--- config.mk ---
export PLATFORM = sky130hd
export DESIGN_NAME = mem_rr_arbiter_flat
export DESIGN_NICKNAME = d
export VERILOG_FILES = /design/src/rtl/mem_rr_arbiter_if.sv /design/src/rtl/mem_rr_arbiter.sv /design/src/flat_wrapper.sv
export SDC_FILE = /design/constraint.sdc
export NUM_CORES = 1
export LEC_CHECK = 0
export BUFFER_PORTS_ARGS = -buffer_cell sky130_fd_sc_hd__buf_2
export CORE_AREA = 2 2 123 125
export CTS_CLUSTER_SIZE = 25
export DETAILED_ROUTE_END_ITERATION = 10
export DIE_AREA = 0 0 125 127
export PLACE_DENSITY_LB_ADDON = 0.08
export SLEW_MARGIN = 5
export SYNTH_ARGS = -nofsm -noshare
export SYNTH_HDL_FRONTEND = slang
export SYNTH_SLANG_ARGS = --single-unit
--- constraint.sdc ---
create_clock -name clk -period 1.3 [get_ports clk]
set_clock_uncertainty 0.05 [all_clocks]
set_input_delay 0.065 -clock clk [delete_from_list [all_inputs] [get_ports clk]]
set_output_delay 0.065 -clock clk [all_outputs]
set_load 0.05 [all_outputs]
--- src/rtl/mem_rr_arbiter_if.sv ---
// Native picorv32-style valid/ready memory port bundle.
// Requesters drive the master side; the arbiter and memories sit on the slave side.
interface mem_rr_arbiter_if #(
   parameter int unsigned ADDR_W = 32,
   parameter int unsigned DATA_W = 32
);
   logic                  valid;
   logic                  instr;
   logic [ADDR_W-1:0]     addr;
   logic [DATA_W-1:0]     wdata;
   logic [DATA_W/8-1:0]   wstrb;
   logic                  ready;
   logic [DATA_W-1:0]     rdata;

   modport master (
      output valid, instr, addr, wdata, wstrb,
      input  ready, rdata
   );

   modport slave (
      input  valid, instr, addr, wdata, wstrb,
      output ready, rdata
   );
endinterface

--- src/rtl/mem_rr_arbiter.sv ---
// Round-robin arbiter sharing one native mem port between two requesters, one
// transaction in flight. Define MEM_TIMEOUT_EN to add a request-timeout watchdog.
module mem_rr_arbiter #(
   parameter int unsigned       ADDR_W    = 32,
   parameter int unsigned       DATA_W    = 32,
   parameter int unsigned       TIMEOUT   = 16,
   parameter logic [DATA_W-1:0] ERR_RDATA = 32'hDEADBEEF
) (
   input  logic                    clk,
   input  logic                    resetn,
   mem_rr_arbiter_if.slave         m0,
   mem_rr_arbiter_if.slave         m1,
   mem_rr_arbiter_if.master        s,
   output logic [1:0]              grant,
   output logic                    timeout_err
);
   localparam int unsigned STRB_W = DATA_W / 8;

   typedef enum logic [1:0] {
      ST_IDLE = 2'd0,
      ST_REQ  = 2'd1,
      ST_RESP = 2'd2
   } state_t;

   // Requester-side signals gathered into indexable arrays
   logic [1:0]        req_valid;
   logic [1:0]        req_instr;
   logic [ADDR_W-1:0] req_addr  [2];
   logic [DATA_W-1:0] req_wdata [2];
   logic [STRB_W-1:0] req_wstrb [2];

   assign req_valid    = {m1.valid, m0.valid};
   assign req_instr    = {m1.instr, m0.instr};
   assign req_addr[0]  = m0.addr;
   assign req_addr[1]  = m1.addr;
   assign req_wdata[0] = m0.wdata;
   assign req_wdata[1] = m1.wdata;
   assign req_wstrb[0] = m0.wstrb;
   assign req_wstrb[1] = m1.wstrb;

   state_t            state_reg,      state_next;
   logic              s_valid_reg,    s_valid_next;
   logic              s_instr_reg,    s_instr_next;
   logic [ADDR_W-1:0] s_addr_reg,     s_addr_next;
   logic [DATA_W-1:0] s_wdata_reg,    s_wdata_next;
   logic [STRB_W-1:0] s_wstrb_reg,    s_wstrb_next;
   logic [1:0]        grant_reg,      grant_next;
   logic              last_grant_reg, last_grant_next;
   logic              owner_reg,      owner_next;
   logic [1:0]        ready_reg,      ready_next;
   logic [DATA_W-1:0] rdata_reg  [2];
   logic [DATA_W-1:0] rdata_next [2];

   logic              resp_load;
   logic [DATA_W-1:0] resp_data;
   logic              win_idx;
   logic [1:0]        win_onehot;

   // Tie goes to whoever was not served last; a lone requester always wins
   always_comb begin
      win_idx = 1'b0;
      if (&req_valid) begin
         win_idx = ~last_grant_reg;
      end else if (req_valid[1]) begin
         win_idx = 1'b1;
      end
      win_onehot = win_idx ? 2'b10 : 2'b01;
   end

`ifdef MEM_TIMEOUT_EN
   localparam int unsigned CNT_W = $clog2(TIMEOUT + 1);
   localparam logic [CNT_W-1:0] TMO_LAST = CNT_W'(TIMEOUT - 1);

   logic [CNT_W-1:0] tmo_cnt_reg, tmo_cnt_next;
   logic             timeout_err_reg, timeout_err_next;

   always_ff @(posedge clk) begin
      if (!resetn) begin
         tmo_cnt_reg     <= '0;
         timeout_err_reg <= 1'b0;
      end else begin
         tmo_cnt_reg     <= tmo_cnt_next;
         timeout_err_reg <= timeout_err_next;
      end
   end

   assign timeout_err = timeout_err_reg;
`else
   assign timeout_err = 1'b0;
`endif

   always_comb begin
      state_next      = state_reg;
      s_valid_next    = s_valid_reg;
      s_instr_next    = s_instr_reg;
      s_addr_next     = s_addr_reg;
      s_wdata_next    = s_wdata_reg;
      s_wstrb_next    = s_wstrb_reg;
      grant_next      = grant_reg;
      last_grant_next = last_grant_reg;
      owner_next      = owner_reg;
      resp_load       = 1'b0;
      resp_data       = s.rdata;
`ifdef MEM_TIMEOUT_EN
      tmo_cnt_next     = tmo_cnt_reg;
      timeout_err_next = 1'b0;
`endif

      case (state_reg)
         ST_IDLE: begin
            if (|req_valid) begin
               s_valid_next    = 1'b1;
               s_instr_next    = req_instr[win_idx];
               s_addr_next     = req_addr[win_idx];
               s_wdata_next    = req_wdata[win_idx];
               s_wstrb_next    = req_wstrb[win_idx];
               grant_next      = win_onehot;
               last_grant_next = win_idx;
               owner_next      = win_idx;
               state_next      = ST_REQ;
`ifdef MEM_TIMEOUT_EN
               tmo_cnt_next    = '0;
`endif
            end
         end

         ST_REQ: begin
            // A ready arriving on the expiry cycle still completes normally
            if (s.ready) begin
               s_valid_next = 1'b0;
               resp_load    = 1'b1;
               state_next   = ST_RESP;
            end
`ifdef MEM_TIMEOUT_EN
            else if (tmo_cnt_reg == TMO_LAST) begin
               s_valid_next     = 1'b0;
               resp_load        = 1'b1;
               resp_data        = ERR_RDATA;
               timeout_err_next = 1'b1;
               state_next       = ST_RESP;
            end else begin
               tmo_cnt_next = tmo_cnt_reg + CNT_W'(1);
            end
`endif
         end

         ST_RESP: begin
            grant_next = 2'b00;
            state_next = ST_IDLE;
         end

         default: begin
            state_next = ST_IDLE;
         end
      endcase
   end

   // Only the owner sees the response; the other requester keeps its last rdata
   genvar gi;
   generate
      for (gi = 0; gi < 2; gi++) begin : g_resp
         logic hit;
         assign hit            = resp_load && (owner_reg == 1'(gi));
         assign ready_next[gi] = hit;
         assign rdata_next[gi] = hit ? resp_data : rdata_reg[gi];
      end
   endgenerate

   always_ff @(posedge clk) begin
      if (!resetn) begin
         state_reg      <= ST_IDLE;
         s_valid_reg    <= 1'b0;
         s_instr_reg    <= 1'b0;
         s_addr_reg     <= '0;
         s_wdata_reg    <= '0;
         s_wstrb_reg    <= '0;
         grant_reg      <= 2'b00;
         last_grant_reg <= 1'b1;
         owner_reg      <= 1'b0;
         ready_reg      <= 2'b00;
         rdata_reg[0]   <= '0;
         rdata_reg[1]   <= '0;
      end else begin
         state_reg      <= state_next;
         s_valid_reg    <= s_valid_next;
         s_instr_reg    <= s_instr_next;
         s_addr_reg     <= s_addr_next;
         s_wdata_reg    <= s_wdata_next;
         s_wstrb_reg    <= s_wstrb_next;
         grant_reg      <= grant_next;
         last_grant_reg <= last_grant_next;
         owner_reg      <= owner_next;
         ready_reg      <= ready_next;
         rdata_reg[0]   <= rdata_next[0];
         rdata_reg[1]   <= rdata_next[1];
      end
   end

   assign s.valid  = s_valid_reg;
   assign s.instr  = s_instr_reg;
   assign s.addr   = s_addr_reg;
   assign s.wdata  = s_wdata_reg;
   assign s.wstrb  = s_wstrb_reg;
   assign m0.ready = ready_reg[0];
   assign m0.rdata = rdata_reg[0];
   assign m1.ready = ready_reg[1];
   assign m1.rdata = rdata_reg[1];
   assign grant    = grant_reg;
endmodule

--- src/flat_wrapper.sv ---
// flat-port wrapper written by rule: the top's interface ports become plain ports
module mem_rr_arbiter_flat 
#(
   parameter int unsigned       ADDR_W    = 32,
   parameter int unsigned       DATA_W    = 32,
   parameter int unsigned       TIMEOUT   = 16,
   parameter logic [DATA_W-1:0] ERR_RDATA = 32'hDEADBEEF
)
  (clk, resetn, grant, timeout_err, m0_valid, m0_instr, m0_addr, m0_wdata, m0_wstrb, m0_ready, m0_rdata, m1_valid, m1_instr, m1_addr, m1_wdata, m1_wstrb, m1_ready, m1_rdata, s_valid, s_instr, s_addr, s_wdata, s_wstrb, s_ready, s_rdata);
  mem_rr_arbiter_if #(.ADDR_W(ADDR_W), .DATA_W(DATA_W)) m0_i ();
  mem_rr_arbiter_if #(.ADDR_W(ADDR_W), .DATA_W(DATA_W)) m1_i ();
  mem_rr_arbiter_if #(.ADDR_W(ADDR_W), .DATA_W(DATA_W)) s_i ();
  input  logic clk;
  input  logic resetn;
  output logic [1:0] grant;
  output logic timeout_err;
  input wire logic [$bits(m0_i.valid)-1:0] m0_valid;
  input wire logic [$bits(m0_i.instr)-1:0] m0_instr;
  input wire logic [$bits(m0_i.addr)-1:0] m0_addr;
  input wire logic [$bits(m0_i.wdata)-1:0] m0_wdata;
  input wire logic [$bits(m0_i.wstrb)-1:0] m0_wstrb;
  output wire logic [$bits(m0_i.ready)-1:0] m0_ready;
  output wire logic [$bits(m0_i.rdata)-1:0] m0_rdata;
  input wire logic [$bits(m1_i.valid)-1:0] m1_valid;
  input wire logic [$bits(m1_i.instr)-1:0] m1_instr;
  input wire logic [$bits(m1_i.addr)-1:0] m1_addr;
  input wire logic [$bits(m1_i.wdata)-1:0] m1_wdata;
  input wire logic [$bits(m1_i.wstrb)-1:0] m1_wstrb;
  output wire logic [$bits(m1_i.ready)-1:0] m1_ready;
  output wire logic [$bits(m1_i.rdata)-1:0] m1_rdata;
  output wire logic [$bits(s_i.valid)-1:0] s_valid;
  output wire logic [$bits(s_i.instr)-1:0] s_instr;
  output wire logic [$bits(s_i.addr)-1:0] s_addr;
  output wire logic [$bits(s_i.wdata)-1:0] s_wdata;
  output wire logic [$bits(s_i.wstrb)-1:0] s_wstrb;
  input wire logic [$bits(s_i.ready)-1:0] s_ready;
  input wire logic [$bits(s_i.rdata)-1:0] s_rdata;
  assign m0_i.valid = m0_valid;
  assign m0_i.instr = m0_instr;
  assign m0_i.addr = m0_addr;
  assign m0_i.wdata = m0_wdata;
  assign m0_i.wstrb = m0_wstrb;
  assign m0_ready = m0_i.ready;
  assign m0_rdata = m0_i.rdata;
  assign m1_i.valid = m1_valid;
  assign m1_i.instr = m1_instr;
  assign m1_i.addr = m1_addr;
  assign m1_i.wdata = m1_wdata;
  assign m1_i.wstrb = m1_wstrb;
  assign m1_ready = m1_i.ready;
  assign m1_rdata = m1_i.rdata;
  assign s_valid = s_i.valid;
  assign s_instr = s_i.instr;
  assign s_addr = s_i.addr;
  assign s_wdata = s_i.wdata;
  assign s_wstrb = s_i.wstrb;
  assign s_i.ready = s_ready;
  assign s_i.rdata = s_rdata;
  mem_rr_arbiter #(.ADDR_W(ADDR_W), .DATA_W(DATA_W), .TIMEOUT(TIMEOUT), .ERR_RDATA(ERR_RDATA)) u_core (.clk(clk), .resetn(resetn), .m0(m0_i), .m1(m1_i), .s(s_i), .grant(grant), .timeout_err(timeout_err));
endmodule
* After elaboration in Yosys (flattened, before gate mapping)
Memory sizes are Yosys's and may differ from the RTL's. Index checks and enable logic that the tools add are counted.
Word-level totals: flip-flop bits (word level) 78, RAM bits 64, input bits 175, output and inout bits 139, logic and storage cells 63, memories kept 1
Operators by class: magnitude comparators 2, equal/unequal tests 4, muxes and demuxes 30, bitwise gates (word level) 5, reduce and logical (&&, ||, !) cells 11
Memory list:
- u_core.rdata_reg | words 2, width 32, read ports 2, clocked after Yosys merged registers in 0, wr ports 2, RTL line mem_rr_arbiter.sv:51 | logic [DATA_W-1:0] rdata_reg [2];
Operators with widths (number):
- $mux W32 | 10
- $mux W4 | 3
- $mux W1 | 10
- $mux W2 | 4
- $pmux W2 S2 | 2
- $reduce_and A2 Y1 | 4
- $reduce_bool A2 Y1 | 2
- $reduce_and A3 Y1 | 1
- $eq A2 B1 Y1 const B | 1
- $eq A2 B2 Y1 const B | 1
- $ge A2 B2 Y1 const B | 1
- $logic_and A1 B1 Y1 | 2
- $logic_not A2 Y1 | 1
- $lt A1 B2 Y1 const B | 1
- $ne A2 B1 Y1 const B | 1
- $ne A2 B2 Y1 const B | 1
- $not A1 Y1 | 2
- $not A1 Y2 | 1
- $or A1 B1 Y1 | 2
- $pmux W1 S2 | 1
- $reduce_or A2 Y1 | 1

* Depth between registers and ports, before layout
depth after elaboration 6, depth in mapped cells 6, mapped depth without buffers 3

* Least setup slack after synthesis
OpenSTA, ideal clock, no wires.
path kind flip-flop to flip-flop, start point register u_core.state_reg[0], end point register u_core.s_addr_reg[11], in the netlist u_core.s.addr[11], library setup time 0.132 ns, data arrival time 1.139 ns, data required time 1.118 ns, setup slack -0.022 ns, cell stages (with the launch flop) 7, path buffers 3, period minus slack after synthesis 1.322 ns, path through dfxtp_1 > buf_4 > or2_1 > buf_6 > buf_2 > o21ai_1 > a31oi_1
Between the ends: longest elaborated chain between the ends 2
Ends and longest elaborated chain:
- from (decl) | RTL line mem_rr_arbiter.sv:41 | state_t state_reg, state_next;
- from (signal assigned) | RTL line mem_rr_arbiter.sv:184 | state_reg <= state_next;
- $logic_not A2 Y1 | RTL line mem_rr_arbiter.sv:109 | case (state_reg)
- $reduce_and A2 Y1 (no line)
- to (signal assigned) | RTL line mem_rr_arbiter.sv:187 | s_addr_reg <= s_addr_next;
- to (decl) | RTL line mem_rr_arbiter.sv:44 | logic [ADDR_W-1:0] s_addr_reg, s_addr_next;
Every way passes these cells. A chain may end at the register's enable or synchronous reset.

* Worst setup path in the final report
start point register u_core.state_reg[0], end point register u_core.s_wdata_reg[21], in the netlist u_core.s.wdata[21]
Between the ends: longest elaborated chain between the ends 2
Ends and longest elaborated chain:
- $logic_not A2 Y1 | RTL line mem_rr_arbiter.sv:109
- $reduce_and A2 Y1 (no line)
- to (signal assigned) | RTL line mem_rr_arbiter.sv:188 | s_wdata_reg <= s_wdata_next;
- to (decl) | RTL line mem_rr_arbiter.sv:45 | logic [DATA_W-1:0] s_wdata_reg, s_wdata_next;
Every way passes these cells.

==> impl_metrics.env <==
export IMPL_fill_cells=1052
export IMPL_core_area_um2=14400
export IMPL_largest_reg_flops=64
export IMPL_failed_checks="negative setup slack"
export IMPL_path_delay_family="flip-flops"
export IMPL_crit_chain="nor2_4 > buf_8 > clkbuf_16 > nand4_1 > a31oi_1"
export IMPL_ir_worst_vdd_v=0.000892
export IMPL_maxSlewViolCount=0
export IMPL_crit_buf_inv=2
export IMPL_place_congestion=0.869
export IMPL_diodes=0
export IMPL_synth_edf_count=0
export IMPL_root_buffer="clkbuf_16"
export IMPL_yosysUniqueCellTypes=33
export IMPL_wirelength_um=24700
export IMPL_holdCritPathClass="in2reg"
export IMPL_routed_via_count=7631
export IMPL_initial_utilization_pct=40.5
export IMPL_clk_latency_ns=0.41
export IMPL_h_tree_depth=4
export IMPL_io_buffers=312
export IMPL_synth_area_top_cells="dfxtp_1, nand2_1, a31oi_1"
export IMPL_p_leak_nw=4.63
export IMPL_synth_ff_type="dfxtp_1"
export IMPL_antenna_found_initial=0
export IMPL_p_per_area_nw_per_um2=1260
export IMPL_grt_overflow=0
export IMPL_drive_gt1_share_pct=36.7
export IMPL_cts_buffers=17
export IMPL_syn_avg_cell_area_um2=8.07
export IMPL_syn_nets=900
export IMPL_grt_pass1_wl_um=36500
export IMPL_ys_warn_count=0
export IMPL_r2r_cells=5
export IMPL_final_cell_area_um2=10700
export IMPL_yosysTopAreaCellShare_pct=48.6
export IMPL_setup_viol=65
export IMPL_syn_area_um2=5850
export IMPL_final_util_pct=73.9
export IMPL_finalWorstSetupSlack_ns=-0.0953
export IMPL_ys_seq_elements=142
export IMPL_period_minus_slack_ns=1.40
export IMPL_clk_pin_slew_ns=0.06
export IMPL_max_cap_violations=0
export IMPL_nets=1370
export IMPL_cts_buffer_depth=2
export IMPL_cpPeakStageDelay_ns=0.37
export IMPL_synth_common_cells="dfxtp_1, nand2_1, nand3_1"
export IMPL_grt_max_degree=52
export IMPL_cp_data_required_time_ns=1.58
export IMPL_hold_depth=4
export IMPL_area_growth_pct=82.2
export IMPL_grt_setup_unrepaired="yes"
export IMPL_critPathSlowestCell="dfxtp_4"
export IMPL_first_pass_iters=5
export IMPL_core_rowCount=44
export IMPL_drtIter0Drc=514
export IMPL_antenna_left=0
export IMPL_yosys_area_top_type="dfxtp_1"
export IMPL_hold_viol_final=0
export IMPL_drc_errors=0
export IMPL_fmax_mhz=717
export IMPL_run_status="finished, violations left"
export IMPL_async_flop_share_pct=0
export IMPL_wl_per_cell_um=17.7
export IMPL_yosysMostFrequentCell="dfxtp_1"
export IMPL_grt_pass1_vias=7211
export IMPL_critPathKind="reg2reg"
export IMPL_syn_inst=725
export IMPL_place_area_um2=7780
export IMPL_min_period_over_period_pct=107
export IMPL_die_x_um=125
export IMPL_clkSinkCount=142
export IMPL_seq_area_frac_synth_pct=48.6
export IMPL_crit_fanout=13
export IMPL_hpwl_um=13700
export IMPL_gr_usage_all_layers_pct=28.2
export IMPL_crit_path_start_kind="flop"
export IMPL_design_portCount=314
export IMPL_dieArea_um2=15900
export IMPL_cts_tree="built"
export IMPL_die_h_um=127
export IMPL_crit_path_end_kind="flop"
export IMPL_vias_per_cell=5.48
export IMPL_crit_arrival_ns=1.68
export IMPL_worst_path_stages=5
==> path summary, 6_finish.rpt <==
path                                              start  slack, ns                      end
worst min register to register  u_core.rdata_reg[0][51]       0.40  u_core.rdata_reg[0][51]
worst max-delay path                u_core.state_reg[0]       -0.1       u_core.s.wdata[21]
worst max register to register      u_core.state_reg[0]       -0.1       u_core.s.wdata[21]
worst min-delay path                           m1_valid       0.11          u_core.grant[0]
==> cell usage in the layout, fill, tap and decap left out, types with 3 or more instances in the layout <==
cell / Yosys / routed
nand3_2: 0 / 8
o21ai_2: 0 / 5
nand2_1: 129 / 123
nand2_4: 0 / 5
clkbuf_16: 0 / 26
buf_12: 0 / 24
nand3_1: 71 / 62
nand4_1: 69 / 69
buf_2: 35 / 312
o21ai_1: 19 / 59
clkinv_2: 0 / 3
buf_6: 8 / 3
a21oi_2: 0 / 13
a31oi_1: 69 / 67
buf_8: 0 / 5
dfxtp_1: 142 / 139
dlygate4sd3_1: 0 / 172
buf_4: 6 / 10
clkinvlp_4: 0 / 3
a21oi_1: 66 / 53
bufinv_16: 0 / 3
o21ai_0: 53 / 8
==> power breakdown <==
| group | internal (mW) | switching [mW] |
|---|---|---|
| Sequential | 4.63 | 0.160 |
| Clock | 3.08 | 1.91 |
| Combinational | 1.45 | 2.21 |
==> area by class of cell <==
type / count / area [µm²] / area share (%)
clock buffer: 19 / 443 / 4.16
clock inverter: 13 / 163 / 1.53
inverter: 1 / 6.26 / 0.0587
multi-input combinational: 497 / 2760 / 25.9
sequential: 142 / 2850 / 26.8
tap: 184 / 230 / 2.16
timing repair buffer: 536 / 4200 / 39.4
==> kinds of logic after synthesis <==
group,share of synthesized area [%]
simple gates,23.8
compound gates,19.8
flops,48.6
buf+inv,7.68
other cells,0.0641
==> through the flow <==
step | cells | setup slack [ns] | setup TNS, ns | power (mW) | hold slack (ns)
6_report | 1392 | -0.0953 | -2.22 | 13.4 | 0.108
3_3_place_gp | 1174 | -0.0650 | -3.48 | 7.73 | 0.269
4_1_cts | 1379 | -0.0514 | -0.552 | 13.1 | 0.0896
2_1_floorplan | 725 | -0.0126 | -0.126 | 6.74 | 0.0868
5_1_grt | 1392 | -0.143 | -7.98 | 13.9 | 0.124
3_5_place_dp | 1174 | -0.100 | -5.02 | 7.73 | 0.272
==> layer usage <==
| metal | global-route usage, % | up-vias | part of all wire, % | routed length [µm] |
|---|---|---|---|---|
| met5 | 0 | - | 0 | 0 |
| li1 | - | 3566 | - | - |
| met2 | 47.8 | 475 | 50 | 12200 |
| met3 | 6.95 | 61 | 8.9 | 2200 |
| met4 | 13.7 | 0 | 3.2 | 785 |
| met1 | 33.6 | 3529 | 38 | 9470 |
==> tightest hold or removal path: stages <==
cell	delay, ns
buf_2	0.16
nor3_1	0.09
o21ai_0	0.14
a21oi_1	0.06
==> what timing repair did <==
item,4_1_cts,5_1_grt
hold buffers,172,0
endpoints found under the hold margin,139,0
gates cloned,1,10
setup endpoints to repair,128,124
buffers inserted,0,3
gates resized for setup,9,59
pin swaps,1,45
No activity file was read; power rests on OpenSTA's default activity.
